File: src/rtl/hazard_ctrl.sv
// hazard_ctrl: pipeline stall, flush and forwarding control with memory-wait timeout.
// Define HAZARD_PERF_EN to build the saturating performance counters.
module hazard_ctrl #(
    parameter int REG_ADDR_W   = 5,
    parameter int FLUSH_CYCLES = 1,
    parameter int TIMEOUT      = 255,
    parameter int CNT_W        = 32
) (
    input  logic                  clk,
    input  logic                  reset,
    input  logic                  id_valid,
    input  logic                  id_rs1_used,
    input  logic                  id_rs2_used,
    input  logic [REG_ADDR_W-1:0] id_rs1,
    input  logic [REG_ADDR_W-1:0] id_rs2,
    input  logic                  ex_valid,
    input  logic                  ex_we,
    input  logic                  ex_mem_read,
    input  logic [REG_ADDR_W-1:0] ex_rs1,
    input  logic [REG_ADDR_W-1:0] ex_rs2,
    input  logic [REG_ADDR_W-1:0] ex_rd,
    input  logic                  mem_valid,
    input  logic                  mem_we,
    input  logic                  mem_mem_read,
    input  logic [REG_ADDR_W-1:0] mem_rd,
    input  logic                  wb_valid,
    input  logic                  wb_we,
    input  logic [REG_ADDR_W-1:0] wb_rd,
    input  logic                  br_taken,
    input  logic                  mem_busy,
    output logic                  stall_if,
    output logic                  stall_id,
    output logic                  stall_ex,
    output logic                  stall_mem,
    output logic                  bubble_ex,
    output logic                  bubble_wb,
    output logic                  flush_ifid,
    output logic                  flush_idex,
    output logic                  flush_exmem,
    output logic [1:0]            fwd_a_sel,
    output logic [1:0]            fwd_b_sel,
    output logic                  err_timeout,
    output logic [CNT_W-1:0]      perf_stall_cnt,
    output logic [CNT_W-1:0]      perf_flush_cnt,
    output logic [CNT_W-1:0]      perf_wait_cnt
);
    localparam logic [1:0] RUN = 2'd0, FLUSH = 2'd1, MEM_WAIT = 2'd2;
    localparam int WAIT_W = $clog2(TIMEOUT + 1);
    localparam logic [WAIT_W-1:0] WAIT_MAX = WAIT_W'(TIMEOUT);
    localparam logic [1:0] FLUSH_LEFT = 2'(FLUSH_CYCLES - 1);

    logic [1:0] state_q, state_d, fcnt_q, fcnt_d;
    logic [WAIT_W-1:0] wait_q, wait_d, wait_inc;
    logic err_q, err_d;
    logic br_acc, flush_tail, load_use, lu_acc, mem_fwd, wb_fwd;
    logic unused_ex_we;

    assign unused_ex_we = ex_we;

    always_comb begin
        br_acc     = br_taken & ~mem_busy;
        flush_tail = (state_q == FLUSH) & ~mem_busy;
        load_use   = ex_valid & ex_mem_read & (ex_rd != '0) & id_valid &
                     ((id_rs1_used & (id_rs1 == ex_rd)) | (id_rs2_used & (id_rs2 == ex_rd)));
        // a flushed ID instruction is discarded, so it cannot cause a load-use stall
        lu_acc     = load_use & ~mem_busy & ~br_acc & ~flush_tail;
        wait_inc   = (wait_q == WAIT_MAX) ? wait_q : wait_q + 1'b1;
        wait_d     = mem_busy ? wait_inc : '0;
        err_d      = err_q | (mem_busy & (wait_inc == WAIT_MAX));
        state_d    = RUN;
        fcnt_d     = fcnt_q;
        if (mem_busy) begin
            state_d = MEM_WAIT;
        end else if (br_taken) begin
            state_d = (FLUSH_CYCLES > 1) ? FLUSH : RUN;
            fcnt_d  = FLUSH_LEFT;
        end else if (state_q == FLUSH) begin
            state_d = (fcnt_q == 2'd1) ? RUN : FLUSH;
            fcnt_d  = fcnt_q - 1'b1;
        end
    end

    always_ff @(posedge clk or posedge reset) begin
        if (reset) begin
            state_q <= RUN;
            fcnt_q  <= '0;
            wait_q  <= '0;
            err_q   <= 1'b0;
        end else begin
            state_q <= state_d;
            fcnt_q  <= fcnt_d;
            wait_q  <= wait_d;
            err_q   <= err_d;
        end
    end

    assign stall_if    = ~reset & (mem_busy | lu_acc);
    assign stall_id    = ~reset & (mem_busy | lu_acc);
    assign stall_ex    = ~reset & mem_busy;
    assign stall_mem   = ~reset & mem_busy;
    assign bubble_ex   = ~reset & lu_acc;
    assign bubble_wb   = ~reset & mem_busy;
    assign flush_ifid  = ~reset & (br_acc | flush_tail);
    assign flush_idex  = ~reset & br_acc;
    assign flush_exmem = ~reset & br_acc;
    assign err_timeout = err_q;

    // a nonzero destination match excludes register 0 from forwarding
    always_comb begin
        mem_fwd   = mem_valid & mem_we & ~mem_mem_read & (mem_rd != '0);
        wb_fwd    = wb_valid & wb_we & (wb_rd != '0);
        fwd_a_sel = (mem_fwd & (mem_rd == ex_rs1)) ? 2'b01 : (wb_fwd & (wb_rd == ex_rs1)) ? 2'b10 : 2'b00;
        fwd_b_sel = (mem_fwd & (mem_rd == ex_rs2)) ? 2'b01 : (wb_fwd & (wb_rd == ex_rs2)) ? 2'b10 : 2'b00;
    end

`ifdef HAZARD_PERF_EN
    logic [CNT_W-1:0] stall_cnt_q, stall_cnt_d, flush_cnt_q, flush_cnt_d, wait_cnt_q, wait_cnt_d;

    always_comb begin
        stall_cnt_d = stall_cnt_q + CNT_W'(lu_acc & (stall_cnt_q != '1));
        flush_cnt_d = flush_cnt_q + CNT_W'(br_acc & (flush_cnt_q != '1));
        wait_cnt_d  = wait_cnt_q + CNT_W'(mem_busy & (wait_cnt_q != '1));
    end

    always_ff @(posedge clk or posedge reset) begin
        if (reset) begin
            stall_cnt_q <= '0;
            flush_cnt_q <= '0;
            wait_cnt_q  <= '0;
        end else begin
            stall_cnt_q <= stall_cnt_d;
            flush_cnt_q <= flush_cnt_d;
            wait_cnt_q  <= wait_cnt_d;
        end
    end

    assign perf_stall_cnt = stall_cnt_q;
    assign perf_flush_cnt = flush_cnt_q;
    assign perf_wait_cnt  = wait_cnt_q;
`else
    assign perf_stall_cnt = '0;
    assign perf_flush_cnt = '0;
    assign perf_wait_cnt  = '0;
`endif
endmodule

File: config.mk
export PLATFORM = sky130hd
export DESIGN_NAME = hazard_ctrl
export DESIGN_NICKNAME = d
export VERILOG_FILES = /design/src/rtl/hazard_ctrl.sv
export SDC_FILE = /design/constraint.sdc
export NUM_CORES = 1
export LEC_CHECK = 0
export CAP_MARGIN = 20
export CORE_ASPECT_RATIO = 1.5
export CORE_UTILIZATION = 35
export DETAILED_ROUTE_END_ITERATION = 16
export GPL_TIMING_DRIVEN = 0
export PLACE_DENSITY = 0.87
export RECOVER_POWER = 50
export SYNTH_ARGS = -nofsm -noshare
export SYNTH_HDL_FRONTEND = slang
export SYNTH_SLANG_ARGS = --single-unit
File: constraint.sdc
create_clock -name clk -period 3 [get_ports clk]
set_input_delay 0.6 -clock clk [delete_from_list [all_inputs] [get_ports clk]]
set_output_delay 0.6 -clock clk [all_outputs]
set_load 0.01 [all_outputs]
After elaboration in Yosys (flattened, before gate mapping)
Cells that the tools add are included.
{ "op_classes": {"n_addsub": 2, "n_eq_ne": 10, "mux": 12, "n_bitwise": 35, "reduce_logical": 5} }
{ "op_table": {"columns": ["operator", "n"], "rows": [
  ["5-bit equality test", 6],
  ["1-bit AND", 26],
  ["8-bit equality test (second input constant)", 2],
  ["8-bit two-way mux", 2],
  ["5-bit nonzero test", 3],
  ["2-bit two-way mux", 7],
  ["8-bit by 1-bit adder with 8-bit output (second input constant)", 1],
  ["1-bit inverter", 5],
  ["2-bit by 1-bit equality test with 1-bit output (second input constant)", 2],
  ["1-bit OR", 4],
  ["1-bit two-way mux", 3],
  ["2-bit AND reduction", 1],
  ["2-bit nonzero test", 1],
  ["2-bit by 1-bit subtractor with 2-bit output (second input constant)", 1]
]} }
{ "word_totals": {"register_bits": 13, "in_bits": 50} }

Logic depth before layout (Yosys ltp)
{ "logic_depth": {"depth_word": 9, "mapped_depth": 7, "mapped_depth_nobuf": 6} }

Worst setup path before layout
Ideal clock, no wire load.
{ "synth_path": {"path_type": "input port to output port", "startpoint": "in ex_rd[3]", "endpoint": "out stall_if", "arrival_ps": 1842, "t_required_ps": 2400, "path_slack_ps": 558, "stages": 6, "path_buffers": 1, "path_cell_list": "xor2_1 nor4_1 nand3_1 a211o_1 a21oi_1 buf_4"} }
{ "synth_between": {"elab_chain_len": 9, "elab_cells_between_ends": 14, "cone_classes": "eq/ne: 2; bitwise: 11; reduce/logical: 1"} }
{ "synth_lines": {"columns": ["item", "line_no", "rtl"], "rows": [
  ["start: declaration", "21", "input logic [REG_ADDR_W-1:0] ex_rd,"],
  ["5-bit equality test or 5-bit nonzero test (tied branches)", "64, 63", null],
  ["1-bit AND (on tied branches)", "64, 63", null],
  ["1-bit OR or 1-bit AND (tied branches)", "64, 63", null],
  ["1-bit AND (*)", "63", "load_use = ex_valid & ex_mem_read & (ex_rd != '0) & id_valid &"],
  ["1-bit AND (*) (3 in series)", "66", "lu_acc = load_use & ~mem_busy & ~br_acc & ~flush_tail;"],
  ["1-bit OR (*)", null, null],
  ["1-bit AND (*)", null, null],
  ["end: declaration", "31", "output logic stall_if,"]
]} }
Mark *: on every way between the ends. The rest lies on a longest branch, timed or not.

Worst setup path after layout
{ "layout_path": {"startpoint": "in mem_rd[1]", "endpoint": "out fwd_a_sel[1]"} }
{ "layout_between": {"elab_chain_len": 4, "elab_cells_between_ends": 5, "cone_classes": "eq/ne: 1; mux: 1; bitwise: 2; reduce/logical: 1"} }
{ "layout_lines": {"columns": ["item", "line_no", "rtl"], "rows": [
  ["start: declaration", "25", "input logic [REG_ADDR_W-1:0] mem_rd,"],
  ["5-bit nonzero test", "110", "mem_fwd = mem_valid & mem_we & ~mem_mem_read & (mem_rd != '0);"],
  ["1-bit AND", "110", null],
  ["1-bit AND (*)", "112", "fwd_a_sel = (mem_fwd & (mem_rd == ex_rs1)) ? 2'b01 : (wb_fwd & (wb_rd == ex_rs1)) ? 2'b10 : 2'b00;"],
  ["2-bit two-way mux (*)", "112", null],
  ["end: declaration", "40", "output logic [1:0] fwd_a_sel,"]
]} }
Marks and branches as above.

==> out/metrics.cfg <==
[global_routing]
grt_max_degree = 15
grt_overflow = 0
grt_pass1_vias = 1497
antenna_found_initial = 0
grt_use_total_pct = 13.43
grt_first_pass_wirelength_um = 5885

[yosys]
ys_warn_count = 0
ys_top_cells_by_area = buf_4 40%, dfrtp_1 17%, xor2_1 9.7%, xnor2_1 5.1%, nand3_1 2.4%
yosysTopAreaCell = buf_4
synthesis.area_mm2 = 0.001893
ys_seq_area_share_pct = 17.18
synth_top_area_share_pct = 39.66
synthAdderAreaFrac_pct = 1.322
syn-instance-count = 237
synth_top_family_by_area = buffers and inverters
synth_area_per_cell_um2 = 7.988
ys_ff_latch = 13
synthMuxAreaShare_pct = 0
synthSimpleGateAreaFrac_pct = 16.52
synth_xor_area_share_pct = 14.81
synth_compound_area_share_pct = 8.328
synth_cell_type_count = 35

[power]
power_switching_uw = 205.9
power_density_mw_per_mm2 = 218.6
seqPwrFrac_pct = 28.4
vdd_ir_drop_max_mv = 0.1220
p_int_uw = 452.8
clkPwrFrac_pct = 23.5
total_leakage_power_nw = 1.627
power_frac_comb_pct = 48.2
p_sw_share_pct = 31.26

[placement]
placed_cell_area_mm2 = 0.002955
dpl.hpwl_um = 3726
pre_cts_slack_ns = -0.5262
routabilityCongestion = 0.9193
numPortBuffers = 62

[cells_and_area]
synthToLayoutAreaGrowth_pct = 59.15
nNetsFinal = 455
final_common_cell = buf_4
seq_area_um2 = 325.3
layout_common_cells = 101 x buf_4, 96 x conb_1, 46 x clkdlybuf4s50_1
fillers = 447
diodes = 0
drive_above_1_share_pct = 29.85
finish.instance_area_mm2 = 0.003013
multiInputGateArea_mm2 = 0.001147

[cts]
ctsLongestPathBuffers = 2
cts_sinks = 13
path_clk_slew_ns = 0.05
clock_latency_ns = 0.24
cts_buffers = 3
h-tree-depth = 1
cts-root-buf = clkbuf_8
cts_hold_buf = 0
cts_tree = built

[hold_path]
min_path_cells = 2
hold_start = err_timeout
holdPathEnd = err_timeout
hold_class = register to register

[sta]
slew_violations = 0
grt_setup_unrepaired = false
fin_crit_sh_pct = 98.50
setup_total_negative_slack_ns = 0
clock_skew_ns = 0.002476
fin_ws_ns = 0.04509
final_hold_viol_count = 0
timing.hold.ws_ns = 0.4770
period_needed_ns = 2.955
fmax_mhz = 338.4
setup_viol = 0

[routing]
ant_nets = 0
drt-total-wl_um = 4295
drt_pass1_iterations = 4
drt_iter0_drc = 59
route.detailed.drc = 0
wl_per_cell_um = 9.138
via_count = 1861
vias_per_cell = 3.960

[run]
maxCapViolCount = 0

[setup_path]
r2r.worst_path.cells = 7
reg2reg_to = err_timeout
worstPathMaxFanout = 3
worstPathArrival_ns = 2.35
required_ns = 2.40
cp_cell_sequence = clkdlybuf4s50_1, or4_1, o21ai_2, nor4_1, nor3_1, clkdlybuf4s15_2
critical_path_class = input pin to primary output
cp_slowest_cell = or4_1
rr_startpoint = wait_q[0]
end_kind = primary output
r2r_slack_ns = 1.14
crit_path_start_kind = input pin
cpPeakStageDelay_ns = 0.56

[outcome]
status = complete, no violations

[floorplanning]
initial_utilization_pct = 36.65
row_count = 32
die_w_um = 62.05
core_area_mm2 = 0.005165
dieArea_mm2 = 0.005713
ios = 160
die_y_um = 92.07

cells in the mapped netlist:
| library cell | instances |
|---|---|
| a211o_1 | 2 |
| nor3_1 | 8 |
| xnor2_1 | 11 |
| a21oi_1 | 8 |
| o211a_1 | 1 |
| nor2_2 | 1 |
| nor3b_1 | 1 |
| nand2b_1 | 1 |
| xor2_1 | 21 |
| a211oi_1 | 1 |
| nor4_1 | 4 |
| o21ai_2 | 1 |
| buf_4 | 100 |
| buf_2 | 3 |
| and2_1 | 1 |
| nand4_1 | 2 |
| inv_1 | 5 |
| a31oi_1 | 4 |
| nor2b_1 | 1 |
| nor3_2 | 1 |
| o211ai_1 | 1 |
| o31ai_1 | 1 |
| nor2_1 | 7 |
| and3_1 | 4 |
| ha_1 | 2 |
| o21ai_0 | 5 |
| clkbuf_1 | 1 |
| o2111ai_1 | 1 |
| nand3_1 | 9 |
| conb_1 | 1 |
| and4_4 | 1 |
| dfrtp_1 | 13 |
| or4_1 | 4 |
| nor4_2 | 2 |
| nand2_1 | 8 |
power groups by stage:
stage	clock, mW	combinational [mW]	sequential (mW)
4_1_cts	0.162	0.309	0.187
3_5_place_dp	0	0.311	0.190
2_1_floorplan	0	0.211	0.189
3_3_place_gp	0	0.307	0.189
5_1_grt	0.166	0.349	0.188
6_report	0.155	0.317	0.187
worst max-delay path: cells and delay by family:
| kind | cells | cell delay, ns |
|---|---|---|
| AO/OA/AOI/OAI | 1 | 0.21 |
| buffers and inverters | 2 | 0.73 |
| AND/OR/NAND/NOR | 3 | 0.82 |
registers in the layout, summed over array words and instances, names as in the netlist:
| register | count |
|---|---|
| fcnt_q | 2 |
| wait_q | 8 |
| state_q | 2 |
| err_timeout | 1 |
metal layers:
layer / track usage (%) / part of all wire [%]
met5: 0 / 0
met3: 3.244 / 14
met1: 12.86 / 32
met4: 4.259 / 1.6
met2: 25.89 / 53
final cells by class:
class / count / share of cell area, %
clock buffers: 4 / 1.495
flip-flops and latches: 13 / 10.80
repair buffers: 66 / 20.60
inverters: 5 / 0.6645
plain buffers: 104 / 25.54
multi-input cells: 210 / 38.08
well taps: 68 / 2.824
what timing repair did:
item,in CTS,in global routing
buffers inserted,0,4
pin swaps,4,7
setup endpoints to repair,8,6
gates cloned,0,0
resized for setup,18,12
per-stage QoR:
| stage | utilization (%) | cells | total power, mW |
|---|---|---|---|
| 2_1_floorplan | - | 332 | 0.3994 |
| 3_3_place_gp | 57.22 | 462 | 0.4964 |
| 3_5_place_dp | 57.22 | 462 | 0.5012 |
| 4_1_cts | 57.85 | 466 | 0.6570 |
| 5_1_grt | 58.33 | 470 | 0.7022 |
| 6_report | 58.33 | 470 | 0.6587 |
how the worst max path moves through the flow:
stage / to / startpoint / cells after the start
3_3_place_gp: stall_if / ex_rd[3] / 8
6_report: fwd_a_sel[1] / mem_rd[1] / 6
2_1_floorplan: stall_if / ex_rd[3] / 6
4_1_cts: flush_idex / reset / 5
3_5_place_dp: stall_if / ex_rd[3] / 8
5_1_grt: bubble_ex / id_rs2[4] / 7
kinds of logic (layout without fill, tap and decap cells):
group	after synthesis	after routing
buffers and inverters	109	179
flip-flops	13	13
AND/OR/NAND/NOR	55	55
AO/OA/AOI/OAI	25	25
adder cells (fa/ha/maj)	2	2
other	1	96
XOR/XNOR	32	32
Power figures use the tool's default switching activity.
